===== src/rtl/ledflow_pkg.sv =====
// Shared constants for the LED flowing-light engine: pattern modes, bounce
// direction encoding and a width helper for the prescaler counter.
package ledflow_pkg;

  localparam logic [1:0] MODE_ROT_L  = 2'd0;
  localparam logic [1:0] MODE_ROT_R  = 2'd1;
  localparam logic [1:0] MODE_BOUNCE = 2'd2;
  localparam logic [1:0] MODE_BLINK  = 2'd3;

  localparam logic DIR_UP = 1'b0;
  localparam logic DIR_DN = 1'b1;

  // A period of one cycle still needs a 1-bit counter to keep ports legal.
  function automatic int unsigned cnt_width(input int unsigned cyc);
    return (cyc <= 1) ? 1 : $clog2(cyc);
  endfunction

endpackage


===== src/rtl/ledflow_prescaler.sv =====
// Step-period prescaler: counts up to a speed-dependent terminal value and
// emits a single-cycle step request while not paused.
module ledflow_prescaler
  import ledflow_pkg::*;
#(
  parameter int unsigned STEP_CYC = 25_000_000
) (
  input  logic       clk,
  input  logic       rst_n,
  input  logic [1:0] speed,
  input  logic       pause,
  output logic       step
);

  localparam int unsigned CW = cnt_width(STEP_CYC);

  localparam int unsigned P0 = STEP_CYC;
  localparam int unsigned P1 = STEP_CYC >> 1;
  localparam int unsigned P2 = STEP_CYC >> 2;
  localparam int unsigned P3 = STEP_CYC >> 3;

  // Terminal counts clamp at zero so very short periods degrade to every cycle.
  localparam int unsigned T0 = (P0 > 0) ? P0 - 1 : 0;
  localparam int unsigned T1 = (P1 > 0) ? P1 - 1 : 0;
  localparam int unsigned T2 = (P2 > 0) ? P2 - 1 : 0;
  localparam int unsigned T3 = (P3 > 0) ? P3 - 1 : 0;

  logic [CW-1:0] cnt_q;
  logic [CW-1:0] cnt_d;
  logic [CW-1:0] term;

  always_comb begin
    case (speed)
      2'd0:    term = CW'(T0);
      2'd1:    term = CW'(T1);
      2'd2:    term = CW'(T2);
      default: term = CW'(T3);
    endcase
  end

  // A count already past a freshly lowered terminal value also steps.
  assign step = !pause && (cnt_q >= term);

  always_comb begin
    cnt_d = cnt_q;
    if (step) begin
      cnt_d = '0;
    end else if (!pause) begin
      cnt_d = cnt_q + CW'(1);
    end
  end

  always_ff @(posedge clk or negedge rst_n) begin
    if (!rst_n) begin
      cnt_q <= '0;
    end else begin
      cnt_q <= cnt_d;
    end
  end

endmodule


===== src/rtl/ledflow_ctrl.sv =====
// LED pattern engine: rotate left/right, bounce and blink patterns stepped by
// a speed-selectable prescaler, with pause and selectable output polarity.
module ledflow_ctrl
  import ledflow_pkg::*;
#(
  parameter int unsigned N_LED      = 4,
  parameter int unsigned CLK_HZ     = 50_000_000,
  parameter int unsigned STEP_MS    = 500,
  parameter bit          ACTIVE_LOW = 1'b1
) (
  input  logic             clk,
  input  logic             rst_n,
  input  logic [1:0]       mode,
  input  logic [1:0]       speed,
  input  logic             pause,
  output logic [N_LED-1:0] led,
  output logic             tick
);

  localparam int unsigned STEP_CYC = CLK_HZ / 1000 * STEP_MS;
  localparam int unsigned PW       = (N_LED > 1) ? $clog2(N_LED) : 1;
  localparam logic [PW-1:0] LAST   = PW'(N_LED - 1);

  logic          step;
  logic [PW-1:0] pos_q, pos_d;
  logic          dir_q, dir_d;
  logic          phase_q, phase_d;
  logic [1:0]    mode_q, mode_d;
  logic          tick_q;
  logic [N_LED-1:0] pat;

  ledflow_prescaler #(
    .STEP_CYC (STEP_CYC)
  ) u_prescaler (
    .clk   (clk),
    .rst_n (rst_n),
    .speed (speed),
    .pause (pause),
    .step  (step)
  );

  // The incoming mode is applied to the current pos/dir; position is never re-homed.
  always_comb begin
    pos_d   = pos_q;
    dir_d   = dir_q;
    phase_d = phase_q;
    mode_d  = mode_q;
    if (step) begin
      mode_d = mode;
      case (mode)
        MODE_ROT_L: begin
          pos_d = (pos_q == LAST) ? '0 : pos_q + PW'(1);
        end
        MODE_ROT_R: begin
          pos_d = (pos_q == '0) ? LAST : pos_q - PW'(1);
        end
        MODE_BOUNCE: begin
          if (N_LED == 1) begin
            pos_d = '0;
          end else if (dir_q == DIR_UP) begin
            if (pos_q == LAST) begin
              dir_d = DIR_DN;
              pos_d = pos_q - PW'(1);
            end else begin
              pos_d = pos_q + PW'(1);
            end
          end else begin
            if (pos_q == '0) begin
              dir_d = DIR_UP;
              pos_d = pos_q + PW'(1);
            end else begin
              pos_d = pos_q - PW'(1);
            end
          end
        end
        MODE_BLINK: begin
          phase_d = ~phase_q;
        end
      endcase
    end
  end

  always_ff @(posedge clk or negedge rst_n) begin
    if (!rst_n) begin
      pos_q   <= '0;
      dir_q   <= DIR_UP;
      phase_q <= 1'b0;
      mode_q  <= MODE_ROT_L;
      tick_q  <= 1'b0;
    end else begin
      pos_q   <= pos_d;
      dir_q   <= dir_d;
      phase_q <= phase_d;
      mode_q  <= mode_d;
      tick_q  <= step;
    end
  end

  always_comb begin
    pat = '0;
    if (mode_q == MODE_BLINK) begin
      pat = {N_LED{phase_q}};
    end else begin
      for (int i = 0; i < int'(N_LED); i++) begin
        pat[i] = (pos_q == PW'(i));
      end
    end
  end

  assign led  = ACTIVE_LOW ? ~pat : pat;
  // Masking with pause keeps tick low even in the cycle pause is raised.
  assign tick = tick_q & ~pause;

endmodule

===== config.mk =====
export PLATFORM = sky130hd
export DESIGN_NAME = ledflow_ctrl
export DESIGN_NICKNAME = d
export VERILOG_FILES = /design/src/rtl/ledflow_pkg.sv /design/src/rtl/ledflow_prescaler.sv /design/src/rtl/ledflow_ctrl.sv
export SDC_FILE = /design/constraint.sdc
export NUM_CORES = 1
export LEC_CHECK = 0
export ABC_AREA = 0
export CAP_MARGIN = 20
export CORE_ASPECT_RATIO = 1.2
export CORE_MARGIN = 2
export CORE_UTILIZATION = 60
export CTS_CLUSTER_SIZE = 14
export DETAILED_ROUTE_END_ITERATION = 10
export GPL_TIMING_DRIVEN = 0
export PLACE_DENSITY_LB_ADDON = 0.25
export REMOVE_ABC_BUFFERS = 1
export SLEW_MARGIN = 20
export SYNTH_ARGS = -nofsm -noshare
export SYNTH_HDL_FRONTEND = slang
export SYNTH_SLANG_ARGS = --single-unit

===== constraint.sdc =====
create_clock -name clk -period 2.71 [get_ports clk]
set_input_delay 0.542 -clock clk [delete_from_list [all_inputs] [get_ports clk]]
set_output_delay 0.542 -clock clk [all_outputs]
set_load 0.01 [all_outputs]

# --- After elaboration in Yosys (flattened, before gate mapping) ---
# Cells that the tools add are included.
word_totals:
  reg_bits: 32
  word_cells: 46
  in_bits: 7
  output_inout_bits: 5
op_classes:
  n_eq_ne: 10
  mux: 13
  reduce_logical: 9
  n_lt_le_gt_ge: 1
  n_bitwise: 4
  add_sub_neg: 3
ops:
  columns: ["operator", "n"]
  rows:
  - ["$pmux 25 s3", 1]
  - ["$mux 25", 2]
  - ["$add 25x1->25 const B", 1]
  - ["$ge 25x25->1", 1]
  - ["$eq 2x2->1 const B", 6]
  - ["$mux 2", 5]
  - ["$eq 2x1->1 const B", 3]
  - ["$logic_not 2->1", 3]
  - ["$pmux 2 s3", 1]
  - ["$reduce_and 2->1", 3]
  - ["$mux 4", 1]
  - ["$not 4->4", 1]
  - ["$mux 1", 3]
  - ["$reduce_bool 3->1", 1]
  - ["$add 2x1->2 const B", 1]
  - ["$ne 2x1->1 const B", 1]
  - ["$not 1->1", 2]
  - ["$sub 2x1->2 const B", 1]
  - ["$and 1x1->1", 1]
  - ["$logic_and 1x1->1", 1]
  - ["$logic_not 1->1", 1]

# --- Depth between registers and ports, before layout ---
depth:
  depth_word: 5
  mapped_depth: 13
  depth_no_buf: 10

# --- Modules after synthesis ---
# From an unflattened synthesis, not the netlist that was laid out.
unflattened:
  hier_cells: 239
  hier_area_um2: 2219.6
by_module_without_submodules:
  columns: ["module", "cells_each", "instances", "seq_area_each_um2", "area_each_um2"]
  rows:
  - ["ledflow_prescaler", 192, 1, 625.6, 1732.9]
  - ["ledflow_ctrl", 47, 1, 175.2, 486.7]

# --- Worst setup path before layout ---
# OpenSTA, ideal clock, no wires.
synth_timing:
  kind: "input to register"
  from: "in speed[0]"
  to: "reg dir_q"
  required_time_ns: 2.589
  t_arrival_ns: 2.459
  path_buffers: 2
  setup_time_ns: 0.121
  slack_ns: 0.131
  cell_stages: 10
  cell_sequence: "or2_2 ha_1 or3_1 a221o_1 a21oi_2 o211ai_1 and2_1 buf_6 buf_6 a22o_1"
synth_between:
  elab_chain_len: 5
  word_cells_on_any_way: 7
  cone_classes: "order compare: 1; eq/ne: 2; mux: 1; reduce/logical: 3"
synth_rtl:
  columns: ["element", "line_no", "source"]
  rows:
  - ["start, declared", "ledflow_ctrl.sv:14", "input logic [1:0] speed,"]
  - ["$eq 2x2->1 (tied with other cells)", "ledflow_prescaler.sv:33", "case (speed)"]
  - ["$pmux 25 s3 (*)", "ledflow_prescaler.sv:33", null]
  - ["$ge 25x25->1 (*)", "ledflow_prescaler.sv:42", "assign step = !pause && (cnt_q >= term);"]
  - ["$logic_and 1x1->1 (*)", "ledflow_prescaler.sv:42", null]
  - ["$reduce_and 2->1 (no line) (*)", null, null]
  - ["end signal, assigned", "ledflow_ctrl.sv:92", "dir_q <= dir_d;"]
  - ["end, declared", "ledflow_ctrl.sv:26", "logic dir_q, dir_d;"]
# Mark *: on every way between the ends. The rest lies on a longest branch, timed or not.
# A chain may end at the register's enable or synchronous reset.

# --- Worst setup path in the final report ---
layout_timing:
  from: "in pause"
  to: "reg u_prescaler.cnt_q[24]"
layout_between:
  elab_chain_len: 3
  word_cells_on_any_way: 4
  cone_classes: "eq/ne: 1; mux: 1; reduce/logical: 2"
layout_rtl:
  columns: ["element", "line_no", "source"]
  rows:
  - ["start, declared", "ledflow_ctrl.sv:15", "input logic pause,"]
  - ["$logic_not 1->1", null, null]
  - ["$logic_and 1x1->1", "ledflow_prescaler.sv:42", null]
  - ["$ne 2x1->1 (no line) or $mux 25 (tied branches)", null, null]
  - ["end signal, assigned", "ledflow_prescaler.sv:57", "cnt_q <= cnt_d;"]
  - ["end, declared", "ledflow_prescaler.sv:28", "logic [CW-1:0] cnt_q;"]
# Several ways; a longest one is shown, not always the timed one.

==> flow_summary.ini <==
[routing]
wl_per_cell_um = 14.3
initial_drt_markers = 67
met2_wirelength_um = 2230
viasPerCell = 5.82
detail_route.wirelength.met1_um = 1970
detailed_route_wirelength_on_metal3_um = 122
detail_route.first_pass.iterations = 4
top_signal_layer_used = met4
drt_wl_total_um = 4400
final_antenna_net_count = 0
drc = 0
vias_after_detailed_routing = 1786

[placed_design]
placed_cells = 295
gpl.final_weighted_congestion = 0.853
portBuffers = 11
dp_hpwl_um = 3110
post-place-ws_ns = -1.67

[logic_synthesis]
synth_flop_cell = sky130_fd_sc_hd__dfrtp_1
ys.warnings.count = 0
portion_of_the_post_synthesis_area_used_by_sequential_elements_pct = 35.8
synth_top_family_by_area = simple AND/OR/NAND/NOR gates
post-synth-top-area-fraction_pct = 35.8
ys_types = 43
synth-simple-area-share_pct = 24.6
synth_area_leaders = sky130_fd_sc_hd__dfrtp_1 (36%), sky130_fd_sc_hd__ha_1 (12%), sky130_fd_sc_hd__nor2_1 (6.4%)
yosys_register_bits = 32
number_of_enable_flip_flop_cells_after_synthesis = 0
synthMostInstantiatedCell = sky130_fd_sc_hd__nor2_1
synth.area.mux_share_pct = 2.23
synth_fa_ha_area_share_pct = 12.3
ys_top_cells_by_count = sky130_fd_sc_hd__nor2_1 (38), sky130_fd_sc_hd__dfrtp_1 (32), sky130_fd_sc_hd__nand2_1 (28), sky130_fd_sc_hd__ha_1 (22), sky130_fd_sc_hd__a21oi_1 (15)
library_cell_occupying_the_most_area_in_the_post_synthesis_netlist = sky130_fd_sc_hd__dfrtp_1
synth_xor_xnor_area_share_pct = 8.21
synth-compound-area-share_pct = 11.6
synth_cells = 254
netlist_area_mm2 = 0.00224
syn_avg_cell_area_um2 = 8.82
synth_async_sr_flop_share_pct = 100

[worst_setup_path]
worst-path-max-fanout = 12
endpoint_kind = flip-flop
worst_setup_path_start_kind = input port
worst_ep_arrival_time_ns = 2.75
timing_worst_setup_path_type = input port to flip-flop
critPathRequiredTime_ns = 2.88

[finish]
fillers = 304
final_cell_count_no_fill = 307
finish.utilization_pct = 68.9
multiInputGateArea_mm2 = 0.00135
fraction_of_layout_instances_using_a_drive_strength_above_1_pct = 8.96
nNetsFinal = 296
regArea_um2 = 801
area_delta_synth_final_pct = 10.8
insertedDiodeCount = 0

[sta]
rsz0062_at_grt = true
finClkSkew_ns = 0.00418
max_slew_margin_pct = 53.4
max_slew.worst_pin.slew_ns = 0.693
finalCriticalPeriod_ns = 2.58
slew_viol_final = 0
post-route-worst-setup-slack_ns = 0.131
layout_worst_path_cycle_share_pct = 95.2
setup_total_negative_slack_ns = 0
max_freq_ghz = 0.388
hold_viol = 0
setup-violations-final = 0

[pwr]
peakVddDrop_uv = 358
power.density_cell_area_mw_per_mm2 = 553
power.static_leakage_nw = 1.16

[clock_tree]
clockBufferDepth = 2
ctsHtreeMaxLevel = 2
numClockSinks = 32
cts_inserted_buffers = 5
clk_latency_ns = 0.28
clk_pin_slew_worst_paths_ns = 0.07
cts_hold_buf = 0
tritoncts_clock_tree = built
clock-root-buffer = sky130_fd_sc_hd__clkbuf_8

[floorplan]
core-area_mm2 = 0.00360
die_width_um = 59.8
boundaryPins = 12
die_height_um = 70.9
die_area_mm2 = 0.00424
starting_density_of_the_core_pct = 62.2
floorplan.rows = 24

[global_routing]
overflow = 0
grt_start_max_net_pins = 20
vias_in_the_first_global_route = 1749
globalRouteTotalUtil_pct = 24.1
wire_length_of_the_first_global_routing_pass_um = 7830
antenna_found_initial = 0

[status]
status = finished, final reports clean

[hold_path]
class_of_the_worst_hold_path = input port to async pin

[job]
max-cap-violations = 0
[sequential cells by signal (all words and copies together), names as in the netlist]
name	count
mode_q	2
dir_q	1
tick_q	1
phase_q	1
pos_q	2
u_prescaler.cnt_q	25
[repair_timing]
item / in CTS / in global routing
pin swaps: 2 / 2
gates cloned: 1 / 0
resized for setup: 13 / 4
setup endpoints to repair: 32 / 32
setup buffers: 3 / 0
[metrics by stage]
step,cell area (um2),total power [W],hold slack [ns]
CTS,2470,0.00138,0.185
global route,2480,0.00147,0.191
detailed placement,2350,0.000991,0.458
floorplan,2170,0.000867,0.246
finish,2480,0.00137,0.170
global placement,2330,0.000974,0.468
[final timing paths]
check                           slack (ns)  cells after the start                 start                    end
worst max-delay path                  0.13                      7                 pause  u_prescaler.cnt_q[24]
worst max register to register        0.37                      8  u_prescaler.cnt_q[4]                  dir_q
max in group asynchronous             2.12                      2                 rst_n  u_prescaler.cnt_q[16]
worst min register to register        0.48                      1               phase_q                phase_q
worst min-delay path                  0.17                      1                 rst_n  u_prescaler.cnt_q[22]
min in group clk                      0.48                      1               phase_q                phase_q
[cell type report]
class / instances / share of cell area [%]
inverter: 13 / 1.97
tap: 39 / 1.97
multi-input combinational: 200 / 54.2
timing repair buffer: 15 / 5.95
sequential: 32 / 32.3
clock buffer: 8 / 3.63
[cells by family (layout without fill, tap and decap cells)]
| kind of cell | Yosys count | count (layout) |
|---|---|---|
| compound gates | 39 | 39 |
| simple gates | 113 | 114 |
| fa+ha+maj | 22 | 22 |
| xor+xnor | 21 | 21 |
| buf+inv | 23 | 36 |
| mux | 4 | 4 |
| flops | 32 | 32 |
[report_power, final]
part	internal (W)	switching, W
logic	0.000175	0.000181
clock network	0.000207	0.000176
registers	0.000544	0.0000906
[critical path, stage by stage]
cell	delay, ns
sky130_fd_sc_hd__clkdlybuf4s50_1	0.61
sky130_fd_sc_hd__nand2b_1	0.28
sky130_fd_sc_hd__nor4_1	0.60
sky130_fd_sc_hd__nand4_1	0.32
sky130_fd_sc_hd__nor2_1	0.20
sky130_fd_sc_hd__xnor2_1	0.14
sky130_fd_sc_hd__nor2_1	0.05
[layout by cell type (no fill, tap or decap), types with 3 or more instances in the layout]
cell                              count
sky130_fd_sc_hd__buf_4                3
sky130_fd_sc_hd__a21oi_1             15
sky130_fd_sc_hd__o31ai_1              3
sky130_fd_sc_hd__nor2_1              38
sky130_fd_sc_hd__xor2_1               8
sky130_fd_sc_hd__clkdlybuf4s50_1      8
sky130_fd_sc_hd__or3_1                4
sky130_fd_sc_hd__nand4_1              7
sky130_fd_sc_hd__clkbuf_8             6
sky130_fd_sc_hd__inv_1               13
sky130_fd_sc_hd__and3_1               6
sky130_fd_sc_hd__o21ai_0              6
sky130_fd_sc_hd__xnor2_1             13
sky130_fd_sc_hd__nand2_1             28
sky130_fd_sc_hd__ha_1                22
sky130_fd_sc_hd__nand3_1             11
sky130_fd_sc_hd__dfrtp_1             32
[per-layer routing]
layer	GRT usage (%)	vias to the layer above
li1	-	909
met1	31.1	848
met2	39.6	23
met3	4.75	6
met4	8.64	0
met5	0	-
Power figures use the tool's default switching activity.
==> edit 1, RTL diff (config.mk and constraints unchanged) <==
Add an input register stage for `mode`, `speed` and `pause`, cleared by the reset; this delays them by one clock. Comments in the files are not updated.
--- a/src/rtl/ledflow_ctrl.sv
+++ b/src/rtl/ledflow_ctrl.sv
@@ -21,6 +21,22 @@
   localparam int unsigned PW       = (N_LED > 1) ? $clog2(N_LED) : 1;
   localparam logic [PW-1:0] LAST   = PW'(N_LED - 1);
 
+  logic [1:0] mode_r;
+  logic [1:0] speed_q;
+  logic pause_q;
+
+  always_ff @(posedge clk or negedge rst_n) begin
+    if (!rst_n) begin
+      mode_r  <= '0;
+      speed_q <= '0;
+      pause_q <= '0;
+    end else begin
+      mode_r  <= mode;
+      speed_q <= speed;
+      pause_q <= pause;
+    end
+  end
+
   logic          step;
   logic [PW-1:0] pos_q, pos_d;
   logic          dir_q, dir_d;
@@ -34,8 +50,8 @@
   ) u_prescaler (
     .clk   (clk),
     .rst_n (rst_n),
-    .speed (speed),
-    .pause (pause),
+    .speed (speed_q),
+    .pause (pause_q),
     .step  (step)
   );
 
@@ -46,8 +62,8 @@
     phase_d = phase_q;
     mode_d  = mode_q;
     if (step) begin
-      mode_d = mode;
-      case (mode)
+      mode_d = mode_r;
+      case (mode_r)
         MODE_ROT_L: begin
           pos_d = (pos_q == LAST) ? '0 : pos_q + PW'(1);
         end
@@ -109,6 +125,6 @@
 
   assign led  = ACTIVE_LOW ? ~pat : pat;
   // Masking with pause keeps tick low even in the cycle pause is raised.
-  assign tick = tick_q & ~pause;
+  assign tick = tick_q & ~pause_q;
 
 endmodule
Check against the original RTL: same outputs for any inputs over 10 cycles, from zero or initial values and one cycle with rst_n low; that may be too few to reach the edited logic, so the function may still have changed.
==> edit 1 against the unedited design <==
  * Register-to-register slack got worse by 0.31 ns
  * Design area grew 12%
  * Die area up 7.9%
  * Hold slack got worse by 0.064 ns
  * Wire length increased by 13%
  * Setup slack worse by 0.075 ns
  * Combinational power is 26% lower
  * Largest power group unchanged
  * Power is 3.9% lower
  * Sequential cell count is 5 higher
  * Synthesized area increased by 8.4%
==> edit 1: results (changes against the unedited design) <==
* Run status: completed (unchanged)
- The via count of the first global-routing pass is 1854 (was 1749).
- The flip-flop count of the largest register, all copies and words added is 25 (unchanged).
- The mux contribution to synthesized area came to 1.75% (was 2.23%).
- Worst R2R Path Depth: 9 (was 8)
- The data arrival time of the critical path is 2.86 ns (was 2.75 ns).
* Synth cell count leaders: dfrtp_1, nor2_1, ha_1, nand2_1, a21oi_1 (was nor2_1, dfrtp_1, nand2_1)
* Share of cells above drive strength 1: 15.4% (was 8.96%)
- Final Wtd Congestion: 0.803 (was 0.853)
- The number of buffers added by the clock tree synthesis step is 5 (unchanged).
- Number of distinct library cells after synthesis: 54 (was 43)
- The maximum number of pins on one net before global-route repair is 28 (was 20).
- Vias: 1953 (was 1786)
* Worst-Skew Late Latency: 0.30 ns (was 0.28 ns)
* Global Route Usage Sum: 23.7% (was 24.1%)
* Final Net Count: 308 (was 296)
- The number of optimization iterations in the first detailed-route pass was 4 (unchanged).
- The number of filler cells placed in the layout came to 296 (was 304).
* Total of warnings raised by yosys: 0 (unchanged)
- Violation count after the first detailed-routing iteration: 108 (was 67)
* WL/cell: 14.9 µm (was 14.3 µm)
- The final standard cell utilization of the core was 71.2% (was 68.9%).
* Post-synthesis compound-gate area fraction: 12.1% (was 11.6%)
- Synth Flop Type: dfrtp_1 (unchanged)
* Sequential share of the synthesized area: 38.1% (was 35.8%)
* Largest fanout on the critical path: 9 (was 12)
- Share of synthesized cell area in full adder, half adder and majority cells: 11.3% (was 12.3%)
- The antenna diode instance count is 0 (unchanged).
- The largest register by flop count was u_prescaler.cnt_q (unchanged).
- The final worst clock skew was 0.0121 ns (was 0.00418 ns).
- Worst r2r src: speed_q[0] (was u_prescaler.cnt_q[4])
- The clock tree root buffer cell is clkbuf_8 (unchanged).
- The net switching power figure was 0.414 mW (was 0.447 mW).
- The placed wire-length estimate came to 3190 µm (was 3110 µm).
* Placement Setup Slack: -0.571 ns (was -1.67 ns)
- The relative slew slack came to 56.6% (was 53.4%).
- The leakage power was 1.24 nW (was 1.16 nW).
- Clock-pin slew was measured on the worst setup and hold paths at around 0.08 ns.
* Synth top area cells: dfrtp_1, ha_1, nor2_1, xnor2_1, nand2_1 (unchanged)
- PortBufs: 11 (unchanged)
- Post-Route Hold Slack: 0.106 ns (was 0.170 ns)
- First-pass GRT wire length: 8080 µm (was 7830 µm)
* Final Routed Wirelength: 4980 µm (was 4400 µm)
- The post-synthesis area per instance was 9.37 µm² (was 8.82 µm²).
* Terminus of the critical flop-to-flop path: u_prescaler.cnt_q[13] (was dir_q)
* Xor/xnor share of the synthesized area: 7.22% (was 8.21%)
- Flop2flop setup slack: 0.06 ns (was 0.37 ns)
- H-Tree Level Count: 2 (unchanged)
* Maximum ir drop on the vdd rail: 0.365 mV (was 0.358 mV)
==> edit 1: cell types whose count changed after synthesis, sizes merged, moves of 3 or more <==
cell   delta
nor3      +3
dfrtp     +5
and3      -3
nand2     -6
==> edit 1: cell families after synthesis <==
logic type	Yosys count
AOI/OAI and AO/OA	41
DFF	37
xor gates and xnor gates	20
buffers and inverters	24
and+or+nand+nor	111
muxes	4
adders and majority gates	22
==> edit 1: per-layer routing <==
layer	vias to the layer above	global-route usage (%)	share of wire, %
li1	946	-	-
met1	941	29.4	42
met2	50	39.2	51
met3	16	4.93	3.4
met4	0	9.93	3.3
met5	-	0	0
==> edit 1: cell type report <==
cell class	count	area share [%]
Inverter	13	1.75
Clock buffer	5	2.47
Sequential cell	37	33.4
Clock inverter	3	0.764
Multi-Input combinational cell	200	52.0
Tap cell	54	2.43
Timing Repair Buffer	22	7.19
==> edit 1: worst max-delay path: stages, from the launching register on <==
cell	delay, ns
dfrtp_2	0.38
buf_4	0.18
nand2_1	0.11
ha_1	0.32
and4bb_2	0.27
a221o_1	0.34
a31oi_4	0.23
o211ai_2	0.15
or2_4	0.32
o311ai_2	0.25
==> edit 1: how the worst max path moves through the flow <==
stage	slack [ns]	end	from	cells past startpoint
floorplan	-0.05	mode_q[0]	speed_q[0]	8
global route	-0.02	u_prescaler.cnt_q[13]	speed_q[0]	9
global placement	-0.56	mode_q[1]	speed_q[0]	8
finish	0.06	u_prescaler.cnt_q[13]	speed_q[0]	9
detailed placement	-0.57	mode_q[1]	speed_q[0]	8
CTS	0.0006	u_prescaler.cnt_q[13]	speed_q[0]	8
==> edit 1: metrics by stage <==
step	power [mW]	area (µm²)
3_3_place_gp	0.869	2510
3_5_place_dp	0.881	2530
2_1_floorplan	0.813	2330
5_1_grt	1.39	2780
4_1_cts	1.29	2690
6_report	1.32	2780
==> edit 1: power by group through the flow <==
stage / combinational [mW] / clock [mW] / sequential [mW]
after floorplan: 0.160 / 0 / 0.652
after global placement: 0.199 / 0 / 0.670
after detailed placement: 0.210 / 0 / 0.671
after CTS: 0.235 / 0.401 / 0.655
after global routing: 0.300 / 0.421 / 0.670
final: 0.265 / 0.394 / 0.660
==> edit 1: what timing repair did <==
action / CTS / global route
pin swaps: 0 / 7
gates cloned: 1 / 1
endpoints found under the setup margin: 30 / 22
buffers inserted: 6 / 4
gates resized for setup: 5 / 11
hold endpoints to repair: 0 / 0
==> edit 2, RTL diff (config.mk and constraints unchanged) <==
Made on the original files. `ACTIVE_LOW`: 1'b1 -> 1'b0.
--- a/src/rtl/ledflow_ctrl.sv
+++ b/src/rtl/ledflow_ctrl.sv
@@ -6,7 +6,7 @@
   parameter int unsigned N_LED      = 4,
   parameter int unsigned CLK_HZ     = 50_000_000,
   parameter int unsigned STEP_MS    = 500,
-  parameter bit          ACTIVE_LOW = 1'b1
+  parameter bit          ACTIVE_LOW = 1'b0
 ) (
   input  logic             clk,
   input  logic             rst_n,
Check against the original RTL: not equivalent (a bounded check fails within 4 cycles, from zero or initial values and one cycle with rst_n low).
==> edit 2 against the unedited design <==
  * Hold slack improved by 0.020 ns
  * Design area up 5.7%
  * Setup slack got worse by 0.035 ns
  * Critical path depth up 2
  * Sequential cell count stayed put
  * First-iteration DRC count is 69% higher
  * Fmax down 1.3%
  * Wire length grew 8.8%
  * Count of clock-buffer cells in the layout decreased by 2
  * Power fell by 16%
  * Die area up 4.1%
  * Synthesized area increased by 4.4%
  * Synthesized cell count is 0.39% lower
  * Largest cell class unchanged
  * Largest power group unchanged
  * Highest routed layer unchanged
==> edit 2: results (changes against the unedited design) <==
- Run status: completed (unchanged)
- The number of cells on the worst reg-to-reg path came to 7 (was 8).
- Met1 global-route usage: 33.4% (was 31.1%)
* Worst-Skew Late Latency: 0.29 ns
- Area taken by multi-input logic gates: 1450 µm² (was 1350 µm²)
- Sw Ratio: 31.0% (was 32.6%)
- Global Route Usage Sum: 24.4% (was 24.1%)
- The data arrival time of the critical path is 2.78 ns (was 2.75 ns).
- Final critical delay including setup and external delays: 2.61 ns (was 2.58 ns)
- Clock tree skew after final layout: 0.00714 ns (was 0.00418 ns)
* Sequential share of the synthesized area: 34.3% (was 35.8%)
- The top layer used by detailed routing is met4 (unchanged).
- Final Wtd Congestion: 0.827 (was 0.853)
- The length of routed met2 wiring was 2340 µm (was 2230 µm).
* Critical path destination: mode_q[1] (was u_prescaler.cnt_q[24])
- The ratio of routed vias to standard cells came to 5.77 (was 5.82).
* Post-Place Cell Area: 2470 µm² (was 2350 µm²)
- Critical path's largest stage delay: 0.35 ns (was 0.61 ns)
* Share of cells above drive strength 1: 13.0% (was 8.96%)
- The average wire length per cell after detail routing is 14.8 µm (was 14.3 µm).
* Comb power frac: 19.2% (was 25.9%)
- The launching point of the worst reg2reg path is u_prescaler.cnt_q[15] (was u_prescaler.cnt_q[4]).
- The timing startpoint of the critical path is speed[0] (was pause).
* Relative contribution of sequential cells to total power: 50.3% (was 46.2%)
- The number of filler cells placed in the layout was 301 (was 304).
* Top cell family by delay on the critical path: compound AO/OA/AOI/OAI gates (was simple AND/OR/NAND/NOR gates)
- Biggest registers after layout: u_prescaler.cnt_q (25), mode_q (2), pos_q (2) (unchanged)
- Worst slew pin tran: 0.614 ns (was 0.693 ns)
- The maximum resistive drop on vdd came to 0.495 mV (was 0.358 mV).
* First-pass GRT wire length: 8090 µm (was 7830 µm)
- The setup slack at placement was -1.21 ns (was -1.67 ns).
- Met3 WL: 146 µm (was 122 µm)
- The deepest level of the CTS H-tree came to 2 (unchanged).
* Number of global-route vias before repair: 1707 (was 1749)
* Synth top area cells: dfrtp_1, ha_1, nor2_1, nand2_1, xor2_1 (was dfrtp_1, ha_1, nor2_1, xnor2_1, nand2_1)
* Met2 layer usage reported by global route: 38.5% (was 39.6%)
- Final HPWL DP: 3310 µm (was 3110 µm)
* Largest fanout on the critical path: 16 (was 12)
- Synth cell count leaders: nor2_1, dfrtp_1, nand2_1 (unchanged).
- Violation count after the first detailed-routing iteration: 113 (was 67)
- The slowest cell on the critical path is a221o_1 (was clkdlybuf4s50_1).
- The post-route met1 wirelength is 2200 µm (was 1970 µm).
- The maximum number of pins on one net before global-route repair was 18 (was 20).
* Number of distinct library cells after synthesis: 55 (was 43)
- The final net count was 299 (was 296).
- Met3 GRT Util: 4.28% (was 4.75%)
- Static power due to leakage: 1.24 nW (was 1.16 nW)
- Flop2flop setup slack: 0.34 ns (was 0.37 ns)
- The total power was 1.15 mW (was 1.37 mW).
-- edit 2: worst min path at each step --
| stage | slack (ns) | end | cells after the start |
|---|---|---|---|
| after floorplan | 0.25 | dir_q | 0 |
| after global placement | 0.50 | mode_q[0] | 1 |
| after detailed placement | 0.50 | mode_q[1] | 1 |
| after CTS | 0.20 | u_prescaler.cnt_q[14] | 1 |
| after global routing | 0.22 | u_prescaler.cnt_q[22] | 1 |
| final | 0.19 | u_prescaler.cnt_q[14] | 1 |
-- edit 2: what timing repair did --
action / in CTS / in global routing
setup buffers: 7 / 0
cloned: 1 / 0
setup endpoints to repair: 32 / 32
gates resized for setup: 11 / 9
pin swaps: 3 / 2
hold buffers: 0 / 0
-- edit 2: cell type report --
class / count / share of cell area, %
Multi-Input combinational cell: 200 / 55.1
Sequential cell: 32 / 30.5
Timing Repair Buffer: 19 / 7.25
Tap cell: 52 / 2.48
Inverter: 12 / 1.72
Clock inverter: 1 / 0.191
Clock buffer: 6 / 2.77
-- edit 2: logic make-up (layout without fill, tap and decap cells) --
group	Yosys count	count (layout)	synth area share, %
adder cells (fa/ha/maj)	22	22	11.8
multiplexers	5	5	2.57
AO/OA/AOI/OAI	42	43	14.7
XOR/XNOR	22	22	8.24
AND/OR/NAND/NOR	108	108	23.6
flip-flops	32	32	34.3
buffers and inverters	22	38	4.87
-- edit 2: metrics by stage --
step | cells | util, % | TNS (ns)
finish | 322 | 71.0 | 0
global route | 322 | 71.0 | 0
CTS | 322 | 70.5 | 0
detailed placement | 307 | 66.8 | -30.67
global placement | 306 | 66.2 | -29.45
floorplan | 243 | - | -0.144
